$ cat src/rtl/msp430_fetch_seq_pkg.sv
// rtl/msp430_fetch_seq_pkg.sv - opcode, function-select, format and state encodings shared with execute
package msp430_fetch_seq_pkg;

   typedef enum logic [1:0] {
      FMT_NONE = 2'd0,
      FMT_I    = 2'd1,
      FMT_II   = 2'd2,
      FMT_J    = 2'd3
   } fmt_e;

   typedef enum logic [1:0] {
      FETCH_OP  = 2'd0,
      FETCH_SRC = 2'd1,
      FETCH_DST = 2'd2,
      ISSUE     = 2'd3
   } state_e;

   // Double-operand opcodes live in opcode[15:12]
   localparam logic [3:0] OP_MOV  = 4'h4;
   localparam logic [3:0] OP_ADD  = 4'h5;
   localparam logic [3:0] OP_ADDC = 4'h6;
   localparam logic [3:0] OP_SUBC = 4'h7;
   localparam logic [3:0] OP_SUB  = 4'h8;
   localparam logic [3:0] OP_CMP  = 4'h9;
   localparam logic [3:0] OP_DADD = 4'hA;
   localparam logic [3:0] OP_BIT  = 4'hB;
   localparam logic [3:0] OP_BIC  = 4'hC;
   localparam logic [3:0] OP_BIS  = 4'hD;
   localparam logic [3:0] OP_XOR  = 4'hE;
   localparam logic [3:0] OP_AND  = 4'hF;

   // Single-operand group prefix and its op field (opcode[9:7])
   localparam logic [5:0] OP_FMT2_PFX = 6'b000100;
   localparam logic [2:0] OP2_RRC     = 3'b000;
   localparam logic [2:0] OP2_SWPB    = 3'b001;
   localparam logic [2:0] OP2_RRA     = 3'b010;
   localparam logic [2:0] OP2_SXT     = 3'b011;
   localparam logic [2:0] OP2_PUSH    = 3'b100;
   localparam logic [2:0] OP2_CALL    = 3'b101;
   localparam logic [2:0] OP2_RETI    = 3'b110;
   localparam logic [2:0] OP2_BAD     = 3'b111;
   localparam logic [2:0] OP_JMP_PFX  = 3'b001;

   // Function-select: 0x04..0x0F double-op, 0x10..0x16 single-op, 0x20..0x27 jumps
   localparam logic [5:0] FS_NONE = 6'h00;
   localparam logic [5:0] FS_MOV  = 6'h04;
   localparam logic [5:0] FS_ADD  = 6'h05;
   localparam logic [5:0] FS_CMP  = 6'h09;
   localparam logic [5:0] FS_BIT  = 6'h0B;
   localparam logic [5:0] FS_AND  = 6'h0F;
   localparam logic [5:0] FS_RRC  = 6'h10;
   localparam logic [5:0] FS_RETI = 6'h16;
   localparam logic [5:0] FS_JNE  = 6'h20;
   localparam logic [5:0] FS_JMP  = 6'h27;

   function automatic logic [5:0] fs_code(input fmt_e fmt, input logic [15:0] op);
      logic [5:0] fs;
      fs = FS_NONE;
      case (fmt)
         FMT_I:   fs = {2'b00, op[15:12]};
         FMT_II:  fs = FS_RRC | {3'b000, op[9:7]};
         FMT_J:   fs = FS_JNE | {3'b000, op[12:10]};
         default: fs = FS_NONE;
      endcase
      return fs;
   endfunction

endpackage

$ cat src/rtl/msp430_ext_len.sv
// rtl/msp430_ext_len.sv - opcode -> format, extension-word needs, illegal flag (MSP430_ILLEGAL_TRAP_EN)
module msp430_ext_len
   import msp430_fetch_seq_pkg::*;
(
   input  logic [15:0] opcode_i,
   output fmt_e        fmt_o,
   output logic        src_ext_o,
   output logic        dst_ext_o,
   output logic        illegal_o
);

   logic       is_fmt1;
   logic       is_fmt2_grp;
   logic       is_jmp;
   logic       bad_op;
   logic [3:0] src_reg;
   logic [1:0] src_as;
   logic       src_needs_word;

   assign is_fmt1     = (opcode_i[15:12] >= OP_MOV);
   assign is_jmp      = (opcode_i[15:13] == OP_JMP_PFX);
   assign is_fmt2_grp = (opcode_i[15:10] == OP_FMT2_PFX);
   assign bad_op      = (opcode_i[15:12] == 4'h0) || (is_fmt2_grp && opcode_i[9:7] == OP2_BAD);

   assign src_reg = is_fmt1 ? opcode_i[11:8] : opcode_i[3:0];
   assign src_as  = opcode_i[5:4];

   // R3 in any mode and R2 in modes 1x are constant generators and need no word
   assign src_needs_word = (src_as == 2'b01 && src_reg != 4'd3) ||
                           (src_as == 2'b11 && src_reg == 4'd0);

   always_comb begin
      fmt_o     = FMT_NONE;
      src_ext_o = 1'b0;
      dst_ext_o = 1'b0;
      illegal_o = 1'b0;
      if (is_fmt1) begin
         fmt_o     = FMT_I;
         src_ext_o = src_needs_word;
         dst_ext_o = opcode_i[7];
      end else if (is_jmp) begin
         fmt_o = FMT_J;
      end else if (is_fmt2_grp && !bad_op) begin
         fmt_o     = FMT_II;
         src_ext_o = src_needs_word;
      end
`ifdef MSP430_ILLEGAL_TRAP_EN
      illegal_o = bad_op;
`else
      illegal_o = 1'b0;
`endif
   end

endmodule

$ cat src/rtl/msp430_fetch_seq.sv
// rtl/msp430_fetch_seq.sv - instruction fetch/decode sequencer between program memory and execute
// Optional illegal-opcode flagging via MSP430_ILLEGAL_TRAP_EN (see msp430_ext_len).
module msp430_fetch_seq
   import msp430_fetch_seq_pkg::*;
#(
   parameter int                ADDR_W   = 16,
   parameter logic [ADDR_W-1:0] RESET_PC = '0,
   parameter int                PC_STEP  = 2
) (
   input  logic              clk,
   input  logic              rst_n,
   output logic              fetch_req,
   output logic [ADDR_W-1:0] fetch_addr,
   input  logic              fetch_ack,
   input  logic [15:0]       fetch_data,
   input  logic              flush,
   input  logic [ADDR_W-1:0] flush_pc,
   output logic              dec_valid,
   input  logic              dec_ready,
   output logic [15:0]       dec_instr,
   output logic [15:0]       dec_src_ext,
   output logic [15:0]       dec_dst_ext,
   output logic [ADDR_W-1:0] dec_pc,
   output logic [1:0]        dec_fmt,
   output logic [5:0]        dec_fs,
   output logic [3:0]        dec_sa,
   output logic [3:0]        dec_da,
   output logic [1:0]        dec_as,
   output logic              dec_ad,
   output logic              dec_bw,
   output logic              dec_rw,
   output logic [1:0]        dec_len,
   output logic              dec_illegal
);

   localparam logic [ADDR_W-1:0] STEP = ADDR_W'(PC_STEP);

   state_e            state_q, state_d;
   logic [ADDR_W-1:0] pc_q, pc_d;
   logic [ADDR_W-1:0] op_pc_q, op_pc_d;
   logic [15:0]       instr_q, instr_d;
   logic [15:0]       src_q, src_d;
   logic [15:0]       dst_q, dst_d;
   fmt_e              fmt_q, fmt_d;
   logic              need_src_q, need_src_d;
   logic              need_dst_q, need_dst_d;
   logic              ill_q, ill_d;

   fmt_e              nx_fmt;
   logic              nx_src, nx_dst, nx_ill;
   logic              issuing;

   msp430_ext_len u_ext_len (
      .opcode_i  (fetch_data),
      .fmt_o     (nx_fmt),
      .src_ext_o (nx_src),
      .dst_ext_o (nx_dst),
      .illegal_o (nx_ill)
   );

   always_ff @(posedge clk or negedge rst_n) begin
      if (!rst_n) begin
         state_q    <= FETCH_OP;
         pc_q       <= RESET_PC;
         op_pc_q    <= '0;
         instr_q    <= '0;
         src_q      <= '0;
         dst_q      <= '0;
         fmt_q      <= FMT_NONE;
         need_src_q <= 1'b0;
         need_dst_q <= 1'b0;
         ill_q      <= 1'b0;
      end else begin
         state_q    <= state_d;
         pc_q       <= pc_d;
         op_pc_q    <= op_pc_d;
         instr_q    <= instr_d;
         src_q      <= src_d;
         dst_q      <= dst_d;
         fmt_q      <= fmt_d;
         need_src_q <= need_src_d;
         need_dst_q <= need_dst_d;
         ill_q      <= ill_d;
      end
   end

   always_comb begin
      state_d    = state_q;
      pc_d       = pc_q;
      op_pc_d    = op_pc_q;
      instr_d    = instr_q;
      src_d      = src_q;
      dst_d      = dst_q;
      fmt_d      = fmt_q;
      need_src_d = need_src_q;
      need_dst_d = need_dst_q;
      ill_d      = ill_q;
      if (flush) begin
         state_d = FETCH_OP;
         pc_d    = flush_pc;
      end else begin
         case (state_q)
            FETCH_OP: if (fetch_ack) begin
               instr_d    = fetch_data;
               op_pc_d    = pc_q;
               pc_d       = pc_q + STEP;
               fmt_d      = nx_fmt;
               need_src_d = nx_src;
               need_dst_d = nx_dst;
               ill_d      = nx_ill;
               src_d      = '0;
               dst_d      = '0;
               state_d    = nx_src ? FETCH_SRC : (nx_dst ? FETCH_DST : ISSUE);
            end
            FETCH_SRC: if (fetch_ack) begin
               src_d   = fetch_data;
               pc_d    = pc_q + STEP;
               state_d = need_dst_q ? FETCH_DST : ISSUE;
            end
            FETCH_DST: if (fetch_ack) begin
               dst_d   = fetch_data;
               pc_d    = pc_q + STEP;
               state_d = ISSUE;
            end
            ISSUE: if (dec_ready) begin
               state_d = FETCH_OP;
            end
            default: state_d = FETCH_OP;
         endcase
      end
   end

   // A flush in ISSUE suppresses valid so execute can never take the killed instruction
   assign issuing    = (state_q == ISSUE) && !flush;
   assign fetch_req  = rst_n && (state_q != ISSUE);
   assign fetch_addr = pc_q;
   assign dec_valid  = issuing;

   always_comb begin
      dec_instr   = '0;
      dec_src_ext = '0;
      dec_dst_ext = '0;
      dec_pc      = '0;
      dec_fmt     = FMT_NONE;
      dec_fs      = FS_NONE;
      dec_sa      = '0;
      dec_da      = '0;
      dec_as      = '0;
      dec_ad      = 1'b0;
      dec_bw      = 1'b0;
      dec_rw      = 1'b0;
      dec_len     = '0;
      dec_illegal = 1'b0;
      if (issuing) begin
         dec_instr   = instr_q;
         dec_src_ext = src_q;
         dec_dst_ext = dst_q;
         dec_pc      = op_pc_q;
         dec_fmt     = fmt_q;
         dec_fs      = fs_code(fmt_q, instr_q);
         dec_len     = 2'd1 + {1'b0, need_src_q} + {1'b0, need_dst_q};
         dec_illegal = ill_q;
         case (fmt_q)
            FMT_I: begin
               dec_sa = instr_q[11:8];
               dec_da = instr_q[3:0];
               dec_as = instr_q[5:4];
               dec_ad = instr_q[7];
               dec_bw = instr_q[6];
               dec_rw = (instr_q[15:12] != OP_CMP) && (instr_q[15:12] != OP_BIT);
            end
            FMT_II: begin
               dec_sa = instr_q[3:0];
               dec_da = instr_q[3:0];
               dec_as = instr_q[5:4];
               dec_bw = instr_q[6];
               dec_rw = 1'b1;
            end
            default: ;
         endcase
      end
   end

endmodule

$ cat config.mk
export PLATFORM = sky130hd
export DESIGN_NAME = msp430_fetch_seq
export DESIGN_NICKNAME = d
export VERILOG_FILES = /design/src/rtl/msp430_fetch_seq_pkg.sv /design/src/rtl/msp430_ext_len.sv /design/src/rtl/msp430_fetch_seq.sv
export SDC_FILE = /design/constraint.sdc
export NUM_CORES = 1
export LEC_CHECK = 0
export BUFFER_PORTS_ARGS = -buffer_cell sky130_fd_sc_hd__buf_2
export CORE_UTILIZATION = 27
export CTS_CLUSTER_SIZE = 30
export DETAILED_ROUTE_END_ITERATION = 8
export PLACE_DENSITY = 0.57
export SLEW_MARGIN = 15
export SYNTH_ARGS = -nofsm -noshare
export SYNTH_HDL_FRONTEND = slang
export SYNTH_SLANG_ARGS = --single-unit
$ cat constraint.sdc
create_clock -name clk -period 4 [get_ports clk]
set_clock_uncertainty 0.05 [all_clocks]
set_input_delay 0.8 -clock clk [delete_from_list [all_inputs] [get_ports clk]]
set_output_delay 0.8 -clock clk [all_outputs]
set_load 0.02 [all_outputs]
==> results of run 1 <==
## flip-flops by register name, summed over array words and instances, names as in the netlist
signal / cells
dst_q: 16
fetch_addr: 16
instr_q: 16
op_pc_q: 16
src_q: 16
fmt_q: 2
state_q: 2
need_dst_q: 1
need_src_q: 1
## per-stage QoR
step / power (W) / area, um^2 / std cells
after global routing: 0.00371 / 5700 / 768
final: 0.00351 / 5700 / 768
after global placement: 0.00246 / 5340 / 752
after CTS: 0.00353 / 5690 / 768
after floorplan: 0.00213 / 4440 / 423
after detailed placement: 0.00251 / 5340 / 752
## metal layers
metal  routed length [um]  vias to the layer above  track usage (%)
met5                    0                        -                0
met4                  136                        0             4.99
met1                 6350                     1879             22.3
met2                 6480                      167             27.2
met3                  822                       11             3.61
li1                     -                     1773                -
## logic make-up (layout without fill, tap and decap cells)
logic type / after synthesis / count (layout) / share of synthesized area [%]
buffers and inverters: 45 / 174 / 4.14
xor gates and xnor gates: 14 / 14 / 2.76
and+or+nand+nor: 152 / 152 / 19.6
other: 1 / 1 / 0.0844
AOI/OAI and AO/OA: 78 / 78 / 12.8
muxes: 35 / 35 / 8.81
adders and majority gates: 12 / 12 / 3.38
DFF: 86 / 86 / 48.4
## final timing paths
path                                   startpoint                       to  cells after the start
setup / recovery           state_q[0]$_DFFE_PN0P_                dec_sa[1]                      6
hold / removal                              rst_n    dst_q[12]$_DFFE_PN0P_                      1
setup reg to reg           state_q[0]$_DFFE_PN0P_   state_q[0]$_DFFE_PN0P_                      7
hold reg to reg            need_dst_q$_DFFE_PN0P_   need_dst_q$_DFFE_PN0P_                      2
max in group asynchronous                   rst_n  op_pc_q[12]$_DFFE_PN0P_                      2
min in group clk           need_dst_q$_DFFE_PN0P_   need_dst_q$_DFFE_PN0P_                      2
## area by class of cell
cell class	count	area share [%]
clock buffers	9	3.95
clock inverters	7	2.26
well taps	216	4.74
flip-flops and latches	86	37.7
inverters	11	0.724
repair buffers	147	13.5
multi-input cells	292	37.1
## cells in the final DEF (no fill, tap or decap), drive strengths merged, types with 2 or more instances in the layout
cell type,instances
buf,147
dfrtp,86
and3,79
mux2,33
a22o,33
nand2,28
o21ai,26
inv,14
nor2,13
ha,12
clkbuf,9
xor2,8
nor3,7
xnor2,6
a21oi,5
nand4,5
a22oi,4
nor2b,4
a222oi,3
nand3,3
bufinv,3
and2,3
mux2i,2
o22ai,2
nor4,2
## power groups by stage
| stage | clock network, W | registers [W] | logic, W |
|---|---|---|---|
| 2_1_floorplan | 0 | 0.00140 | 0.000731 |
| 3_3_place_gp | 0 | 0.00148 | 0.000987 |
| 3_5_place_dp | 0 | 0.00150 | 0.00101 |
| 6_report | 0.00101 | 0.00149 | 0.00101 |
| 4_1_cts | 0.00103 | 0.00148 | 0.00102 |
| 5_1_grt | 0.00106 | 0.00153 | 0.00112 |
## critical path, stage by stage, from the launching register on
cell                      delay [ns]
sky130_fd_sc_hd__dfrtp_1        0.44
sky130_fd_sc_hd__ha_2           0.22
sky130_fd_sc_hd__nand2_1        0.15
sky130_fd_sc_hd__inv_1          0.33
sky130_fd_sc_hd__nand2_1        0.26
sky130_fd_sc_hd__nor2_1         0.18
sky130_fd_sc_hd__buf_2          0.18
==> run summary, run 1 <==
The flow ran to the end, and the final reports show no timing, DRC or antenna violations. Summed over all cells, the static leakage comes to 3.11 nW. Leading cell type by number of instances after synthesis: sky130_fd_sc_hd__dfrtp_1.

Of the total power, the share spent switching nets is 34.2%. Setup repair after global routing left no endpoint under its margin. The start-to-end type of the worst setup path was flip-flop to output port. Summed over all instances, the cell type with the most area after synthesis is sky130_fd_sc_hd__dfrtp_1. The tools report the count of nets after finishing as 596. For the share of total power in the clock network, the log shows 28.7%.

Fill cells in the final layout number 1697. The logs give 0 for the number of slew-limit violations in the final report and 2 for the worst-case clock buffer depth. The initial utilization of the core area, before any placement, comes to 27.8%. The routed layout has 3830 vias. Share of final-layout standard cells stronger than drive strength 1: 37.7%. The number of global-route vias before repair was 3730; the largest net degree at the start of global routing was 82. The die height was 130 um; the final weighted congestion in routability-driven placement was 0.816.

The most used flip-flop cell after synthesis is sky130_fd_sc_hd__dfrtp_1. The required time reported for the critical path endpoint came out at 3.15 ns. Clock-pin slew was measured on the worst setup and hold paths at 0.07 ns. The core region is 16000 um^2. The run gives 16.8% as the total track usage. The tools report the area occupied by registers as 2150 um^2. During I/O placement, the number of pins put on the boundary was 143. At the pin with the least slew margin, the transition time is 1.12 ns. The worst-case IR drop observed on VDD is 0.224 mV. The share of total power in combinational logic is 28.9%, and the number of H-tree levels is 3. The share of synthesized registers carrying an async set or reset is 100%, and the number of buffer cells added on primary ports is 141. The logs give 21.3 mm for the first-pass GRT wire length and 42.4% for the share of power burned in registers. The post-route antenna net violation count came out at 0. Critical path startpoint category: a flip-flop. Of the post-synthesis cell area, the dominant cell type holds 48.4%. The via count normalized by instance count came out at 4.99.

The floorplan has 46 rows. The sequential area share after synthesis came out at 48.4%. For the total half-perimeter wirelength after legalization and detailed placement, the log shows 9.62 mm. The remaining routing DRC violations was 0. The path class of the tightest hold or removal check is primary input to async pin. The floorplan step defined a die boundary enclosing 17000 um^2. TritonCTS built the clock tree.

Clock tree synthesis found a total of 86 sinks. Final hold analysis gives a worst-case slack of 0.207 ns. Timing would allow up to 336 MHz.

The number of nets in the synthesized netlist is 472. The switching power summed over all nets is 0.00120 W. The total overflow left after global routing is 0. OpenSTA, run right after detailed placement, puts the worst setup slack at 1.07 ns. In the final layout, the multi-input gates occupy 2110 um^2. Setup violations remaining at the end of the flow were counted as 0. The count of flip-flops with a built-in enable after synthesis came out at 0. For this run, the detailed router's first-pass iteration total came to 5. The tool flagged a number of max-cap violations equal to 0. The post-detailed-routing wire length was 13.8 mm. The tree is rooted in a sky130_fd_sc_hd__clkbuf_16.

The TritonCTS buffer count is 9, and the count of distinct cell types in the synthesized netlist is 46. Dividing the detail-routed wire length by the instance count gives 18.0 um. The final total negative setup slack came out at 0 ns.

The count of yosys warnings during synthesis is 0, and the initial antenna violation count is 0. In this run the tightest slew margin relative to its limit is 25.0%. 0 antenna diodes ended up in the layout.

Subtracting the final worst setup slack from the clock period gives 2.98 ns. Number of setup buffers added after CTS: 0. The run gives 4440 um^2 as the summed instance area of the synthesized netlist.

The worst register-to-register path has a setup slack of 1.86 ns. Number of cells produced by synthesis: 423. By area the synthesized netlist is led by sky130_fd_sc_hd__dfrtp_1 (48%), sky130_fd_sc_hd__and3_1 (11%), sky130_fd_sc_hd__mux2_2 (8.4%). The logs give 0 for the number of hold violations in the final report and 0.34 ns for the source-to-sink clock delay at the later pin of the worst-skew pair. Die span in x: 130 um.

The data arrival at the endpoint of the critical path was 2.13 ns; the number of synthesized register bits was 86. The tools report the setup slack of the critical path after layout as 1.02 ns. After synthesis, the most frequently instantiated cells are sky130_fd_sc_hd__dfrtp_1 (86), sky130_fd_sc_hd__and3_1 (79), sky130_fd_sc_hd__mux2_2 (33).

In this run the mean area of a mapped cell was 10.5 um^2. The logs give 205 for the number of violations reported at the end of detailed-routing iteration 0 and 0 for the count of hold buffers inserted by post-cts repair. Gates resized during post-CTS repair numbered 0. The synthesis-to-finish area growth was 28.3%.

Once layout is complete, the utilization of the core stands at 35.6%. The kind of end point of the critical path was an output port. For this design the ratio of total power to cell area is 615 nW/um^2. The maximum fanout encountered on the critical timing path is 11, and the internal portion of total power is 0.00231 W. The portion of the clock cycle consumed by the worst path in the final layout is 74.5%.
No activity file was read; power rests on OpenSTA's default activity.
==> inputs of run 2 (changes only) <==
--- a/config.mk
+++ b/config.mk
@@ -9,7 +9,7 @@
 export CORE_UTILIZATION = 27
 export CTS_CLUSTER_SIZE = 30
 export DETAILED_ROUTE_END_ITERATION = 8
-export PLACE_DENSITY = 0.57
+export PLACE_DENSITY = 0.59
 export SLEW_MARGIN = 15
 export SYNTH_ARGS = -nofsm -noshare
 export SYNTH_HDL_FRONTEND = slang
==> constraint.sdc (replaced) <==
create_clock -name clk -period 2.5 [get_ports clk]
set_clock_uncertainty 0.05 [all_clocks]
set_input_delay 0.5 -clock clk [delete_from_list [all_inputs] [get_ports clk]]
set_output_delay 0.5 -clock clk [all_outputs]
set_load 0.02 [all_outputs]
==> run 2 against run 1 <==
- utilization up 0.25 points
- first-iteration DRC count shrank 28%
- sequential cell count is the same
- count of clock-buffer cells in the layout is 1 higher
- combinational power is 63% higher
- sequential power grew 60%
- via count decreased by 1.2%
- critical endpoint is now dec_fs[1]
==> run summary, run 2 (synthesis gave the netlist of run 1 again) <==
The run finished with clean final reports. The share of final-layout standard cells stronger than drive strength 1 is 39.0% (was 37.7%). TritonCTS buffer count: 9 (unchanged). TritonCTS built the clock tree. The slew at the pin with the worst max-slew slack came out at 1.11 ns (was 1.12 ns). The reported leakage power came out at 3.13 nW (was 3.11 nW). The die height came out at 130 um (unchanged).

Start-to-end type of the worst setup path: flip-flop to output port (unchanged). The number of buffer cells added on primary ports was 141 (unchanged); the number of slew-limit violations in the final report was 0 (unchanged). The initial antenna violation count was 0 (unchanged).

Top library cells by usage in the layout, fill and taps aside: sky130_fd_sc_hd__buf_2 (140), sky130_fd_sc_hd__dfrtp_1 (85), sky130_fd_sc_hd__and3_1 (79) (was sky130_fd_sc_hd__buf_2 (140), sky130_fd_sc_hd__dfrtp_1 (86), sky130_fd_sc_hd__and3_1 (79)). The fmax is 422 MHz, and the total track usage is 16.7% (was 16.8%). The final design instance area without fill is 5740 um^2 (was 5700 um^2). The clock sink count came out at 86 (unchanged).

Subtracting the final worst setup slack from the clock period gives 2.37 ns. The count of TritonRoute iterations in the first routing pass was 4 (was 5); the total half-perimeter wirelength after legalization and detailed placement was 10.0 mm (was 9.62 mm). The run gives 0 (unchanged) as the number of antenna cells inserted. The number of top-level pins is 143 (unchanged), and the worst slew margin relative to its limit is 25.3% (was 25.0%). The required time reported for the critical path endpoint is 1.95 ns (was 3.15 ns). For the worst-case clock buffer depth, the log shows 2 (unchanged).

The tools report the data arrival at the endpoint of the critical path as 1.82 ns (was 2.13 ns). The final total negative setup slack came out at 0 ns (unchanged). The run gives 603 (was 596) as the count of nets after finishing. The number of global-route vias before repair came out at 3777 (was 3730).

The post-detailed-placement cell area was 5390 um^2 (was 5340 um^2); the die outline area was 17000 um^2 (unchanged). The tools report the count of max-cap constraint violations as 0 (unchanged). The logs give 57 (was 82) for the largest net degree at the start of global routing and 0 (unchanged) for the final number of setup-violating endpoints.

The remaining routing DRC violations is 0 (unchanged). Most common library cell in the layout ignoring fill and taps: sky130_fd_sc_hd__buf_2 (unchanged). The run gives 3784 (was 3830) as the count of vias placed by the detailed router. The synthesis-to-finish area growth is 29.2% (was 28.3%), and the power per unit of standard cell area is 959 nW/um^2 (was 615 nW/um^2). For the effective utilization at floorplan, the log shows 27.8% (unchanged). Number of hold violations in the final report: 0 (unchanged).

For the number of violations reported at the end of detailed-routing iteration 0, the log shows 148 (was 205). The run gives 0.437 mV (was 0.224 mV) as the worst IR drop on VDD. The tools report the critical path startpoint category as a flip-flop (unchanged).

The via count normalized by instance count came out at 4.88 (was 4.99). Setup repair after global routing left no endpoint under its margin. The average routed wire per standard cell was 17.7 um (was 18.0 um); the count of hold buffers inserted by post-cts repair was 0 (unchanged). The tools report the post-detailed-routing wire length as 13.7 mm (was 13.8 mm).

The logs give 0 (unchanged) for the post-route antenna net violation count and 21.3 mm (about the same) for the first-pass GRT wire length. The depth of the most critical reg-to-reg path is 4 (was 7), and the number of H-tree levels is 3 (unchanged). The run gives 0.33 ns (was 0.34 ns) as the source-to-sink clock delay at the later pin of the worst-skew pair. The final weighted congestion in routability-driven placement was 0.785 (was 0.816). The remaining global-route overflow came out at 0 (unchanged). The run gives 46 (unchanged) as the row count. Root buffer selected by CTS: sky130_fd_sc_hd__clkbuf_16 (unchanged).

The kind of end point of the critical path was an output port (unchanged). Path type of the worst min-delay path: primary input to async pin (unchanged). The placeable core region is 16000 um^2 (unchanged), and the maximum fanout encountered on the critical timing path is 9 (was 11).

The clock transition at the registers of the reported paths is 0.06 ns (was 0.07 ns). The die span in x is 130 um (unchanged), and the portion of the clock cycle consumed by the worst path in the final layout is 94.8%.
run 2: final cells by class:
type,count,area [um^2]
fillers,1649,10300
flip-flops and latches,86,2150
multi-input cells,292,2130
repair buffers,154,818
well taps,216,270
clock buffers,10,239
clock inverters,6,92.6
inverters,11,41.3
run 2: worst paths after layout:
path                                               to              startpoint  slack, ns
min reg2reg                    need_dst_q$_DFFE_PN0P_  need_dst_q$_DFFE_PN0P_       0.44
max in group asynchronous        fmt_q[1]$_DFFE_PN0P_                   rst_n       1.55
min                        fetch_addr[10]$_DFFE_PN0P_                   rst_n       0.20
max reg2reg                     src_q[15]$_DFFE_PN0P_  state_q[0]$_DFFE_PN0P_       0.36
min in group clk            fetch_addr[2]$_DFFE_PN0P_             flush_pc[2]       0.32
max                                         dec_fs[1]    fmt_q[0]$_DFFE_PN0P_       0.13
run 2: worst max-delay path: stages (launching register included):
cell and delay, ns:
sky130_fd_sc_hd__dfrtp_1 0.40, sky130_fd_sc_hd__inv_1 0.11, sky130_fd_sc_hd__ha_1 0.32, sky130_fd_sc_hd__a222oi_1 0.40, sky130_fd_sc_hd__nor3_1 0.09, sky130_fd_sc_hd__buf_2 0.17
run 2: timing repair:
| action | CTS | global route |
|---|---|---|
| setup buffers | 0 | 0 |
| gates resized for setup | 0 | 4 |
| endpoints found under the hold margin | 0 | 0 |
| endpoints found under the setup margin | 0 | 11 |
run 2: power breakdown:
part           internal (W)  total (W)  switching, W
registers           0.00194    0.00239      0.000447
logic              0.000783    0.00165      0.000863
clock network      0.000911    0.00147      0.000558
total               0.00364    0.00550       0.00187
run 2: per-layer routing:
layer | vias to the layer above | wire length (um) | global-route usage (%)
met4 | 0 | 68 | 3.63
met1 | 1863 | 6280 | 22.4
met3 | 5 | 771 | 3.57
met2 | 129 | 6580 | 27.4
met5 | - | 0 | 0
li1 | 1787 | - | -
run 2: per-stage QoR:
step,cells,setup WS (ns),total power (W),utilization (%),hold slack [ns]
floorplan,423,0.117,0.00342,-,0.154
global placement,759,0.381,0.00396,33.7,0.406
detailed placement,759,0.228,0.00404,33.7,0.428
CTS,775,0.0217,0.00554,35.8,0.210
global route,775,0.0398,0.00585,35.9,0.232
finish,775,0.130,0.00550,35.9,0.196
==> inputs of run 3 (changes only) <==
--- a/config.mk
+++ b/config.mk
@@ -6,10 +6,10 @@
 export NUM_CORES = 1
 export LEC_CHECK = 0
 export BUFFER_PORTS_ARGS = -buffer_cell sky130_fd_sc_hd__buf_2
-export CORE_UTILIZATION = 27
+export CORE_UTILIZATION = 51
 export CTS_CLUSTER_SIZE = 30
 export DETAILED_ROUTE_END_ITERATION = 8
-export PLACE_DENSITY = 0.59
+export PLACE_DENSITY = 0.89
 export SLEW_MARGIN = 15
 export SYNTH_ARGS = -nofsm -noshare
 export SYNTH_HDL_FRONTEND = slang
==> constraint.sdc (replaced) <==
create_clock -name clk -period 2.7 [get_ports clk]
set_clock_uncertainty 0.05 [all_clocks]
set_input_delay 0.54 -clock clk [delete_from_list [all_inputs] [get_ports clk]]
set_output_delay 0.54 -clock clk [all_outputs]
set_load 0.02 [all_outputs]
==> run 3 against run 2 <==
- non-clock buffer count down 4
- die area down 46%
- sequential power down 8%
- via count up 2.8%
- register-to-register slack better by 0.24 ns
- largest cell class unchanged
- count of clock-buffer cells in the layout up 1
- design area down 5.3%
==> run summary, run 3 (synthesis gave the netlist of run 1 again) <==
The count of nets after finishing was 599 (was 603). The most common library cell in the layout ignoring fill and taps is sky130_fd_sc_hd__buf_2 (unchanged). The via count normalized by instance count was 5.90 (was 4.88). The logs give 0 (unchanged) for the number of antenna cells inserted and 8.20 mm (was 10.0 mm) for the total half-perimeter wirelength after legalization and detailed placement. Highest-delay cell along the critical path: sky130_fd_sc_hd__dfrtp_1 (unchanged). The worst stage delay on the critical path works out to 0.41 ns (was 0.40 ns). The clock sink count came out at 86 (unchanged).

Die span in x: 95.4 um (was 130 um). The fmax is 411 MHz, and the area occupied by registers is 2150 um^2 (about the same). The tools report the required time reported for the critical path endpoint as 2.11 ns (was 1.95 ns).

The final cell utilization of the core was 65.2% (was 35.9%). The synthesis-to-finish area growth came out at 22.4% (was 29.2%). The share of final-layout standard cells stronger than drive strength 1 is 38.0% (was 39.0%), and the effective utilization at floorplan is 53.3% (was 27.8%). The power per unit of standard cell area was 840 nW/um^2 (was 959 nW/um^2). CP Cell Sequence: inv_1 > ha_1 > a222oi_1 > nor3_1 > buf_2 (unchanged). The run gives 9090 um^2 (was 17000 um^2) as the die outline area.

The run finished with clean final reports. The die height is 95.4 um (was 130 um), and the row count is 33 (was 46). The post-detailed-placement cell area was 5220 um^2 (was 5390 um^2).

The logs give 655 (was 1649) for the number of inserted filler cells in the final layout and 3.05 nW (was 3.13 nW) for the reported leakage power. The final weighted congestion in routability-driven placement was 0.894 (was 0.785); the final critical path time including I/O delays and setup was 2.44 ns. Top library cells by usage in the layout, fill and taps aside: sky130_fd_sc_hd__buf_2 (140), sky130_fd_sc_hd__dfrtp_1 (86), sky130_fd_sc_hd__and3_1 (79) (was sky130_fd_sc_hd__buf_2 (140), sky130_fd_sc_hd__dfrtp_1 (85), sky130_fd_sc_hd__and3_1 (79)).

The count of vias placed by the detailed router is 3891 (was 3784). The kind of end point of the critical path was an output port (unchanged). The remaining global-route overflow is 0 (unchanged), and the count of buffering cells on the critical path with inverters included is 2 (unchanged).

The worst IR drop on VDD is 0.417 mV (was 0.437 mV). The number of slew-limit violations in the final report is 0 (unchanged). For the final design instance area without fill, the log shows 5440 um^2 (was 5740 um^2).

The tools report the number of instances resized during post-cts repair as 0 (unchanged). Setup repair after global routing left no endpoint under its margin. Number of hold violations in the final report: 0 (unchanged). The largest net degree at the start of global routing was 87 (was 57). The logs give 2 (unchanged) for the worst-case clock buffer depth and 26.5% (was 16.7%) for the total track usage. The number of setup buffers added after CTS was 0 (unchanged); the count of hold buffers inserted by post-cts repair was 0 (unchanged). The source-to-sink clock delay at the later pin of the worst-skew pair was 0.35 ns (was 0.33 ns).

The logs give 0 (unchanged) for the initial antenna violation count and 3536 (was 3777) for the number of global-route vias before repair. For the TritonCTS buffer count, the log shows 9 (unchanged). The critical path startpoint category was a flip-flop (unchanged). The run gives 143 (unchanged) as the number of top-level pins.

The path type of the worst min-delay path was primary input to async pin (unchanged). The slew at the pin with the worst max-slew slack is 1.08 ns (was 1.11 ns), and the maximum fanout encountered on the critical timing path is 9 (unchanged). The average routed wire per standard cell came out at 17.7 um (about the same). Final number of setup-violating endpoints: 0 (unchanged). For the worst slew margin relative to its limit, the log shows 27.2% (was 25.3%).

The root buffer selected by CTS was sky130_fd_sc_hd__clkbuf_8 (was sky130_fd_sc_hd__clkbuf_16). The clock transition at the registers of the reported paths is 0.09 ns (was 0.06 ns). The logs give 1.85 ns (was 1.82 ns) for the data arrival at the endpoint of the critical path and 0 (unchanged) for the post-route antenna net violation count.

For the area of combinational cells with multiple inputs, the log shows 2110 um^2 (was 2130 um^2). The logs give 5 (was 4) for the count of TritonRoute iterations in the first routing pass and 0 (unchanged) for the count of max-cap constraint violations. Post-detailed-routing wire length: 11.7 mm (was 13.7 mm). Start-to-end type of the worst setup path: flip-flop to output port (unchanged). The tools report the remaining routing DRC violations as 0 (unchanged).

Dominant delay contributor by cell family on the critical path: flip-flops (unchanged). The number of buffer cells added on primary ports is 141 (unchanged), and the number of H-tree levels is 3 (unchanged). The logs give 8340 um^2 (was 16000 um^2) for the placeable core region and 0 ns (unchanged) for the final total negative setup slack. The run gives 18.0 mm (was 21.3 mm) as the first-pass GRT wire length. TritonCTS built the clock tree. The number of violations reported at the end of detailed-routing iteration 0 was 185 (was 148).

The worst path uses 90.2% of the clock period.
[run 3: cell count changes in the layout (fill, tap and decap cells not counted), sizes merged]
cell and change:
clkbuf +1, buf -4, clkinv -1, clkinvlp +2, bufinv -2
[run 3: layout make-up]
cell class	instances	area share (%)
clock buffers	11	2.78
clock inverters	5	0.736
inverters	11	0.759
multi-input cells	292	38.9
flip-flops and latches	86	39.6
well taps	105	2.42
repair buffers	150	14.9
[run 3: stage by stage]
| step | power [W] | setup slack (ns) | instances | hold WS, ns |
|---|---|---|---|---|
| 5_1_grt | 0.00483 | 0.138 | 660 | 0.129 |
| 3_5_place_dp | 0.00369 | 0.521 | 643 | 0.424 |
| 6_report | 0.00457 | 0.264 | 660 | 0.119 |
| 3_3_place_gp | 0.00358 | 0.524 | 643 | 0.404 |
| 2_1_floorplan | 0.00316 | 0.237 | 423 | 0.194 |
| 4_1_cts | 0.00456 | 0.272 | 659 | 0.335 |
[run 3: path summary, 6_finish.rpt]
kind,startpoint,end,slack [ns],cells after the start
max,fmt_q[0]$_DFFE_PN0P_,dec_fs[2],0.26,5
min,rst_n,src_q[13]$_DFFE_PN0P_,0.12,2
max reg2reg,state_q[0]$_DFFE_PN0P_,src_q[15]$_DFFE_PN0P_,0.60,4
min reg2reg,need_dst_q$_DFFE_PN0P_,need_dst_q$_DFFE_PN0P_,0.44,2
max in group asynchronous,rst_n,op_pc_q[9]$_DFFE_PN0P_,1.88,3
min in group clk,flush_pc[13],fetch_addr[13]$_DFFE_PN0P_,0.35,3
[run 3: worst register-to-register path: cells and delay by family (launching register included)]
| kind | cells | cell delay (ns) |
|---|---|---|
| AOI/OAI and AO/OA | 2 | 1.15 |
| adders and majority gates | 1 | 0.31 |
| buffers and inverters | 1 | 0.09 |
| DFF | 1 | 0.45 |
[run 3: power by group]
group          total [W]  switching (W)  internal (W)
registers        0.00220       0.000404       0.00179
logic            0.00150       0.000786      0.000712
clock network   0.000873       0.000482      0.000391
[run 3: layer usage]
| metal | GRT usage, % | up-vias | part of all wire, % | wire [um] |
|---|---|---|---|---|
| met5 | 0 | - | 0 | 0 |
| met4 | 10.2 | 0 | 2.0 | 230 |
| met3 | 4.63 | 24 | 9.4 | 1100 |
| met2 | 43.8 | 233 | 47 | 5560 |
| met1 | 34.8 | 1854 | 41 | 4820 |
| li1 | - | 1780 | - | - |
